`src/rtl/cipher_sequencer_if.sv`:
```
// Job-control and register-file port bundle for cipher_sequencer.
// The master modport is the sequencer's side; the slave modport is the job issuer and register file.
interface cipher_sequencer_if;
    logic        start;
    logic [9:0]  src_base;
    logic [9:0]  dst_base;
    logic [9:0]  length;
    logic [15:0] key_access;
    logic [31:0] rf_memory_out;
    logic        rf_read_enable;
    logic [9:0]  rf_address;
    logic [31:0] rf_write_data;
    logic        busy;
    logic        done;
    logic [9:0]  words_done;

    modport master (
        input  start, src_base, dst_base, length, key_access, rf_memory_out,
        output rf_read_enable, rf_address, rf_write_data, busy, done, words_done
    );

    modport slave (
        output start, src_base, dst_base, length, key_access, rf_memory_out,
        input  rf_read_enable, rf_address, rf_write_data, busy, done, words_done
    );
endinterface

```
`src/rtl/cipher_sequencer.sv`:
```
// Copies length words from src_base to dst_base through the register file,
// XOR-ing each word with the doubled key and its index; two cycles per word.
module cipher_sequencer (
    input  logic               clk,
    input  logic               rst,
    cipher_sequencer_if.master bus
);
    typedef enum logic [1:0] {IDLE, READ, WRITE, DONE} state_e;

    state_e      state_q, state_d;
    logic [9:0]  src_q, src_d;
    logic [9:0]  dst_q, dst_d;
    logic [9:0]  len_q, len_d;
    logic [15:0] key_q, key_d;
    logic [9:0]  idx_q, idx_d;
    logic [9:0]  words_done_q, words_done_d;
    logic [9:0]  idx_inc;

    assign idx_inc = idx_q + 10'd1;

    always_ff @(posedge clk) begin
        if (rst) begin
            state_q      <= IDLE;
            src_q        <= '0;
            dst_q        <= '0;
            len_q        <= '0;
            key_q        <= '0;
            idx_q        <= '0;
            words_done_q <= '0;
        end else begin
            state_q      <= state_d;
            src_q        <= src_d;
            dst_q        <= dst_d;
            len_q        <= len_d;
            key_q        <= key_d;
            idx_q        <= idx_d;
            words_done_q <= words_done_d;
        end
    end

    always_comb begin
        state_d      = state_q;
        src_d        = src_q;
        dst_d        = dst_q;
        len_d        = len_q;
        key_d        = key_q;
        idx_d        = idx_q;
        words_done_d = words_done_q;
        case (state_q)
            IDLE: begin
                if (bus.start) begin
                    src_d        = bus.src_base;
                    dst_d        = bus.dst_base;
                    len_d        = bus.length;
                    key_d        = bus.key_access;
                    idx_d        = '0;
                    words_done_d = '0;
                    state_d      = (bus.length == 10'd0) ? DONE : READ;
                end
            end
            READ:  state_d = WRITE;
            WRITE: begin
                idx_d        = idx_inc;
                words_done_d = words_done_q + 10'd1;
                state_d      = (idx_inc == len_q) ? DONE : READ;
            end
            DONE:    state_d = IDLE;
            default: state_d = IDLE;
        endcase
    end

    // Read-enable defaults high so only the WRITE state can ever modify the register file.
    always_comb begin
        bus.rf_read_enable = 1'b1;
        bus.rf_address     = '0;
        bus.rf_write_data  = '0;
        bus.busy           = 1'b0;
        bus.done           = 1'b0;
        case (state_q)
            READ: begin
                bus.rf_address = src_q + idx_q;
                bus.busy       = 1'b1;
            end
            WRITE: begin
                bus.rf_read_enable = 1'b0;
                bus.rf_address     = dst_q + idx_q;
                bus.rf_write_data  = bus.rf_memory_out ^ {key_q, key_q} ^ {22'b0, idx_q};
                bus.busy           = 1'b1;
            end
            DONE:    bus.done = 1'b1;
            default: ;
        endcase
    end

    assign bus.words_done = words_done_q;
endmodule

```
`src/flat_wrapper.sv`:
```
// flat-port wrapper written by rule: the top's interface ports become plain ports
module cipher_sequencer_flat 
  (clk, rst, bus_start, bus_src_base, bus_dst_base, bus_length, bus_key_access, bus_rf_memory_out, bus_rf_read_enable, bus_rf_address, bus_rf_write_data, bus_busy, bus_done, bus_words_done);
  cipher_sequencer_if bus_i ();
  input  logic clk;
  input  logic rst;
  input wire logic [$bits(bus_i.start)-1:0] bus_start;
  input wire logic [$bits(bus_i.src_base)-1:0] bus_src_base;
  input wire logic [$bits(bus_i.dst_base)-1:0] bus_dst_base;
  input wire logic [$bits(bus_i.length)-1:0] bus_length;
  input wire logic [$bits(bus_i.key_access)-1:0] bus_key_access;
  input wire logic [$bits(bus_i.rf_memory_out)-1:0] bus_rf_memory_out;
  output wire logic [$bits(bus_i.rf_read_enable)-1:0] bus_rf_read_enable;
  output wire logic [$bits(bus_i.rf_address)-1:0] bus_rf_address;
  output wire logic [$bits(bus_i.rf_write_data)-1:0] bus_rf_write_data;
  output wire logic [$bits(bus_i.busy)-1:0] bus_busy;
  output wire logic [$bits(bus_i.done)-1:0] bus_done;
  output wire logic [$bits(bus_i.words_done)-1:0] bus_words_done;
  assign bus_i.start = bus_start;
  assign bus_i.src_base = bus_src_base;
  assign bus_i.dst_base = bus_dst_base;
  assign bus_i.length = bus_length;
  assign bus_i.key_access = bus_key_access;
  assign bus_i.rf_memory_out = bus_rf_memory_out;
  assign bus_rf_read_enable = bus_i.rf_read_enable;
  assign bus_rf_address = bus_i.rf_address;
  assign bus_rf_write_data = bus_i.rf_write_data;
  assign bus_busy = bus_i.busy;
  assign bus_done = bus_i.done;
  assign bus_words_done = bus_i.words_done;
  cipher_sequencer u_core (.clk(clk), .rst(rst), .bus(bus_i));
endmodule
```
`config.mk`:
```
export PLATFORM = sky130hd
export DESIGN_NAME = cipher_sequencer_flat
export DESIGN_NICKNAME = d
export VERILOG_FILES = /design/src/rtl/cipher_sequencer_if.sv /design/src/rtl/cipher_sequencer.sv /design/src/flat_wrapper.sv
export SDC_FILE = /design/constraint.sdc
export NUM_CORES = 1
export LEC_CHECK = 0
export BUFFER_PORTS_ARGS = -buffer_cell sky130_fd_sc_hd__buf_2
export CAP_MARGIN = 5
export CORE_MARGIN = 3
export CORE_UTILIZATION = 35
export DETAILED_ROUTE_END_ITERATION = 16
export GPL_ROUTABILITY_DRIVEN = 0
export MAX_ROUTING_LAYER = met4
export PLACE_DENSITY_LB_ADDON = 0.1
export SYNTH_ARGS = -nofsm -noshare
export SYNTH_HDL_FRONTEND = slang
export SYNTH_SLANG_ARGS = --single-unit
```
`constraint.sdc`:
```
create_clock -name clk -period 3.22 [get_ports clk]
set_input_delay 0.161 -clock clk [delete_from_list [all_inputs] [get_ports clk]]
set_output_delay 0.161 -clock clk [all_outputs]
set_load 0.03 [all_outputs]
```
==> impl_metrics.env, run 1 <==
export IMPL_drc=0
export IMPL_synth_cell_types=53
export IMPL_ios=136
export IMPL_vias=3999
export IMPL_clk_pin_slew_ns=0.06
export IMPL_dp_hpwl_mm=8.780
export IMPL_maxCapViolCount=0
export IMPL_wl_mm=11.51
export IMPL_grt_max_degree=42
export IMPL_slowest_stage="dfxtp_1"
export IMPL_dp_cells=797
export IMPL_path_cells="ha_4 > mux2_2 > ha_2 > fa_2 > a21o_1 > a21oi_2 > o21ai_1 > o41ai_2 > mux2i_2 > buf_4"
export IMPL_dp_slack_ns=0.1752
export IMPL_startpoint_type="flop"
export IMPL_drt_initial_drc_count=243
export IMPL_arrival_ns=2.92
export IMPL_ys_seq_elements=68
export IMPL_synth_edff_count=0
export IMPL_final_max_slew_viol_count=0
export IMPL_hold_path_class="in -> reg"
export IMPL_cp_end_kind="output port"
export IMPL_yosysSeqAreaShare=0.3277
export IMPL_drive_gt1_frac=0.2842
export IMPL_ys_flop_type="dfxtp_1"
export IMPL_post_route_min_period_ns=3.079
export IMPL_core_region_area_um2=11520
export IMPL_final_cell_mix="134 x buf_2, 114 x nand2_1, 67 x dfxtp_1"
export IMPL_wl_met1_mm=5.390
export IMPL_clock_sinks=68
export IMPL_antenna_found_initial=0
export IMPL_die_h_um=114.9
export IMPL_hold_viol=0
export IMPL_path_delay_family="compound AO/OA/AOI/OAI gates"
export IMPL_setup_tns_ns=0
export IMPL_outcome="completed"
export IMPL_cpPeakStageDelay_ns=0.40
export IMPL_wl_per_cell_um=14.12
export IMPL_path_buf_inv=1
export IMPL_dr_max_layer_used="met4"
export IMPL_grt_pass1_vias=3813
export IMPL_nets=764
export IMPL_drtPass1Iterations=5
export IMPL_finClkSkew_ns=0.003858
export IMPL_setup_viol=0
export IMPL_design_die_area_um2=13210
export IMPL_detail_route_antenna_nets=0
export IMPL_grt_remaining_overflow=0
export IMPL_async_reset_ff_frac=0
export IMPL_final_common_cell="buf_2"
export IMPL_rows=39
export IMPL_ctsHoldBuffers=0
export IMPL_crit_required_ns=3.06
export IMPL_initial_utilization=0.3607
export IMPL_ir_drop_mv=0.2825
export IMPL_worstMarginPinSlew_ns=0.7659
export IMPL_cts_buffers=9
export IMPL_post_route_util=0.4603
export IMPL_fin_ws_ns=0.1411
export IMPL_avgSynthCellArea_um2=7.664
export IMPL_p_leak_uw=0.002351
export IMPL_viasPerCell=4.907
export IMPL_rsz0062_at_grt="false"
export IMPL_cts_tree="done"
export IMPL_syn_area_um2=4154
export IMPL_grt_use_total=0.1837
export IMPL_max_slew_margin=0.4894
export IMPL_worstSetupPathType="reg -> out"
export IMPL_grt_pass1_wl_mm=18.83
export IMPL_wl_met3_um=550
export IMPL_yosys_warnings=0
export IMPL_antennaDiodeCount=0
export IMPL_syn_nets=639
export IMPL_fmax_ghz=0.3248
export IMPL_clockRootBuffer="clkbuf_16"
export IMPL_fin_cells=815
export IMPL_clk_latency_ns=0.33
export IMPL_die_w_um=114.9
export IMPL_crit_path_max_fanout=3
export IMPL_powerDensity_nw_per_um2=650.7
export IMPL_syn2layout_area_growth_pct=27.62
export IMPL_syn_inst=542
export IMPL_cts_max_level=3
export IMPL_io_buffers=135
export IMPL_finalCritPeriodShare=0.9562
export IMPL_clockBufferDepth=2
export IMPL_wl_met2_mm=5.450
report_power, final:
| group | internal [µW] | switching (µW) | leakage [µW] |
|---|---|---|---|
| sequential | 954 | 94.9 | 0.000555 |
| clock | 697 | 376 | 0.000151 |
| combinational | 469 | 859 | 0.00165 |
| total | 2120 | 1330 | 0.00235 |
area by class of cell:
| cell class | instances | area (µm²) |
|---|---|---|
| Multi-Input combinational cell | 435 | 2639 |
| Clock buffer | 10 | 239.0 |
| Clock inverter | 6 | 87.58 |
| Fill cell | 1208 | 6215 |
| Sequential cell | 68 | 1363 |
| Tap cell | 143 | 178.9 |
| Timing Repair Buffer | 147 | 772.0 |
| Inverter | 6 | 22.52 |
layer usage:
layer,track usage,up-vias
li1,-,2066
met2,0.2924,96
met5,-,-
met3,0.03895,14
met1,0.2366,1823
met4,0.05008,0
registers in the layout, indices dropped and copies added, names as in the netlist:
signal                 count
u_core.bus.words_done     10
u_core.dst_q              10
u_core.state_q             2
u_core.len_q              10
u_core.key_q              16
u_core.src_q              10
u_core.idx_q              10
worst reg2reg max path: stages (launching register included):
cell      delay [ns]
dfxtp_1         0.60
ha_1            0.49
nand4_2         0.25
o21ai_0         0.23
a211oi_1        0.07
mux2_1          0.29
a41o_1          0.23
synth_stat cells, types with 4 or more instances:
cell type / count / area share
a21o_1: 6 / 0.011
a21oi_1: 63 / 0.076
and2_1: 9 / 0.014
and3_1: 4 / 0.0060
buf_1: 4 / 0.0036
buf_2: 8 / 0.0096
clkbuf_1: 16 / 0.014
dfxtp_1: 68 / 0.33
ha_1: 15 / 0.045
inv_1: 5 / 0.0045
mux2_2: 10 / 0.027
nand2_1: 114 / 0.10
nand3_1: 8 / 0.0096
nand4_1: 4 / 0.0060
nor2_1: 62 / 0.056
nor2b_1: 4 / 0.0060
nor3_1: 11 / 0.013
o21ai_0: 14 / 0.017
or3_1: 6 / 0.0090
xnor2_1: 45 / 0.095
xor2_1: 18 / 0.038
per-stage QoR:
step	hold WS, ns	instance area, µm²	total power [µW]
6_report	0.06286	5301	3450
5_1_grt	0.06098	5301	3683
4_1_cts	0.05362	5290	3482
3_5_place_dp	0.4092	4931	2390
3_3_place_gp	0.4013	4931	2370
2_1_floorplan	0.2970	4168	2026
logic make-up (layout without fill, tap and decap cells):
kind of cell,Yosys count,in the layout,share of synthesized area
simple gates,240,240,0.2651
mux,14,14,0.03705
xor+xnor,63,63,0.1328
flops,68,68,0.3277
buf+inv,39,169,0.04488
fa+ha+maj,16,16,0.05000
compound gates,102,102,0.1425
worst paths after layout:
kind | from | to | slack, ns | cells after the start
min reg2reg | u_core.dst_q[6]$_SDFFE_PP0P_ | u_core.dst_q[6]$_SDFFE_PP0P_ | 0.45 | 2
min | bus_key_access[4] | u_core.key_q[4]$_SDFFE_PP0P_ | 0.06 | 3
max | u_core.state_q[1]$_SDFFE_PP0P_ | bus_rf_address[8] | 0.14 | 10
max reg2reg | u_core.idx_q[1]$_SDFFE_PP0P_ | u_core.state_q[1]$_SDFFE_PP0P_ | 0.95 | 6
what timing repair did:
item	in CTS	in global routing
setup buffers	2	0
pin swaps	2	2
resized for setup	8	2
endpoints found under the setup margin	1	2
Power figures use the tool's default switching activity.
==> run 2: changes to the inputs <==
==> constraint.sdc (replaced) <==
create_clock -name clk -period 3.3 [get_ports clk]
set_input_delay 0.165 -clock clk [delete_from_list [all_inputs] [get_ports clk]]
set_output_delay 0.165 -clock clk [all_outputs]
set_load 0.03 [all_outputs]
==> run 2 against run 1 <==
  * Register-to-register slack improved by 0.05 ns
  * Die area unchanged
  * Power decreased by 3.6%
  * Critical path type unchanged
  * Routed wire length up 0.85%
  * Critical endpoint unchanged
  * Final area is 0.17% lower
  * Sequential power hardly changed
  * Worst hold slack hardly changed
  * Highest routed layer unchanged
  * Critical path depth is 1 higher
  * Via count is essentially flat
  * Setup slack lost 0.0030 ns
  * Sequential share of layout area is essentially flat
==> impl_metrics.env, run 2 (synthesis results as in run 1) <==
export IMPL_ios=136
export IMPL_dp_hpwl_mm=8.738
export IMPL_placed_area_um2=4938
export IMPL_drtPass1Iterations=4
export IMPL_initial_utilization=0.3607
export IMPL_finClkSkew_ns=0.005058
export IMPL_fmax_ghz=0.3163
export IMPL_grt_use_total=0.1823
export IMPL_path_delay_family="compound AO/OA/AOI/OAI gates"
export IMPL_detail_route_antenna_nets=0
export IMPL_switching_share=0.3947
export IMPL_combPwrFrac=0.396
export IMPL_hold_viol=0
export IMPL_die_w_um=114.9
export IMPL_drc=0
export IMPL_finalCritPeriodShare=0.9582
export IMPL_final_cell_mix="134 x buf_2, 114 x nand2_1, 68 x dfxtp_1"
export IMPL_largest_reg_flops=16
export IMPL_vias=3997
export IMPL_wl_per_cell_um=14.21
export IMPL_slowest_stage="fa_2"
export IMPL_grt_pass1_wl_mm=18.53
export IMPL_wl_mm=11.61
export IMPL_p_int_uw=2012
export IMPL_worstMarginPinSlew_ns=0.6160
export IMPL_multi_input_area_um2=2636
export IMPL_syn2layout_area_growth_pct=27.41
export IMPL_post_route_util=0.4596
export IMPL_arrival_ns=3.00
export IMPL_antennaDiodeCount=0
export IMPL_cpPeakStageDelay_ns=0.35
export IMPL_cts_buffers=9
export IMPL_max_slew_margin=0.5887
export IMPL_clk_pin_slew_ns=0.06
export IMPL_path_buf_inv=2
export IMPL_maxCapViolCount=0
export IMPL_clockRootBuffer="clkbuf_16"
export IMPL_hold_path_class="in -> reg"
export IMPL_post_route_min_period_ns=3.162
export IMPL_ctsHoldBuffers=0
export IMPL_clk_latency_ns=0.34
export IMPL_worstSetupPathType="reg -> out"
export IMPL_cts_max_level=3
export IMPL_nets=766
export IMPL_setup_viol=0
export IMPL_grt_remaining_overflow=0
export IMPL_powerDensity_nw_per_um2=628.2
export IMPL_grt_max_degree=41
export IMPL_rows=39
export IMPL_grt_pass1_vias=3784
export IMPL_viasPerCell=4.892
export IMPL_power_frac_seq=0.308
export IMPL_final_common_cell="buf_2"
export IMPL_fillers=1216
export IMPL_core_region_area_um2=11520
export IMPL_regMostFlops="u_core.key_q"
export IMPL_outcome="completed"
export IMPL_startpoint_type="flop"
export IMPL_cts_tree="done"
export IMPL_io_buffers=135
export IMPL_regToRegSetupSlack_ns=1.00
export IMPL_fin_ws_ns=0.1381
export IMPL_drive_gt1_frac=0.2834
export IMPL_clock_sinks=68
export IMPL_final_max_slew_viol_count=0
export IMPL_clock_power_share=0.296
export IMPL_p_leak_uw=0.002359
export IMPL_design_die_area_um2=13210
export IMPL_p_sw_uw=1312
export IMPL_ir_drop_mv=0.2388
export IMPL_path_cells="inv_2 > ha_4 > mux2_2 > ha_1 > fa_2 > a21o_1 > a21oi_2 > o21ai_1 > o41ai_2 > mux2i_2 > buf_4"
export IMPL_design_area_um2=5293
export IMPL_ff_latch_area_um2=1361
export IMPL_cp_end_kind="output port"
export IMPL_die_h_um=114.9
export IMPL_crit_required_ns=3.13
export IMPL_antenna_found_initial=0
export IMPL_dp_slack_ns=0.1671
export IMPL_clockBufferDepth=2
export IMPL_crit_path_max_fanout=4
export IMPL_drt_initial_drc_count=249
run 2: what timing repair did:
item	4_1_cts	5_1_grt
buffers inserted	2	1
gates resized for setup	6	1
pin swaps	2	2
endpoints found under the setup margin	1	1
run 2: worst min-delay path, stage by stage:
cell	delay, ns
buf_2	0.09
nand2_1	0.04
a21oi_1	0.05
run 2: final cells by class:
cell class / count / share of cell area
inverter: 6 / 0.004255
multi-input combinational: 435 / 0.4981
timing repair buffer: 149 / 0.1480
clock buffer: 10 / 0.04515
clock inverter: 6 / 0.01348
sequential: 68 / 0.2572
tap: 143 / 0.03381
run 2: metrics by stage:
stage	power, µW	TNS (ns)	cells	hold WS, ns
after global placement	2327	0	798	0.4075
after global routing	3551	-0.001093	817	0.05856
after detailed placement	2346	0	798	0.4119
final	3325	0	817	0.06299
after CTS	3368	0	816	0.04606
after floorplan	1975	0	542	0.3010
run 2: worst paths after layout:
kind | depth (start not counted) | to | startpoint
max | 11 | bus_rf_address[8] | u_core.state_q[0]$_SDFFE_PP0P_
min | 3 | u_core.src_q[3]$_SDFFE_PP0P_ | bus_src_base[3]
max reg2reg | 6 | u_core.state_q[1]$_SDFFE_PP0P_ | u_core.idx_q[1]$_SDFFE_PP0P_
min reg2reg | 2 | u_core.dst_q[0]$_SDFFE_PP0P_ | u_core.dst_q[0]$_SDFFE_PP0P_
run 2: power groups by stage:
| stage | clock [µW] | combinational, µW | sequential (µW) |
|---|---|---|---|
| 3_5_place_dp | 0 | 1310 | 1040 |
| 3_3_place_gp | 0 | 1290 | 1040 |
| 6_report | 985 | 1320 | 1020 |
| 5_1_grt | 1050 | 1470 | 1040 |
| 2_1_floorplan | 0 | 957 | 1020 |
| 4_1_cts | 1020 | 1330 | 1020 |
run 2: metal layers:
metal	global-route usage	share of wire	vias to the layer above
li1	-	-	2067
met3	0.04211	0.051	16
met1	0.2290	0.46	1809
met2	0.2913	0.47	105
met5	-	0	-
met4	0.05634	0.017	0
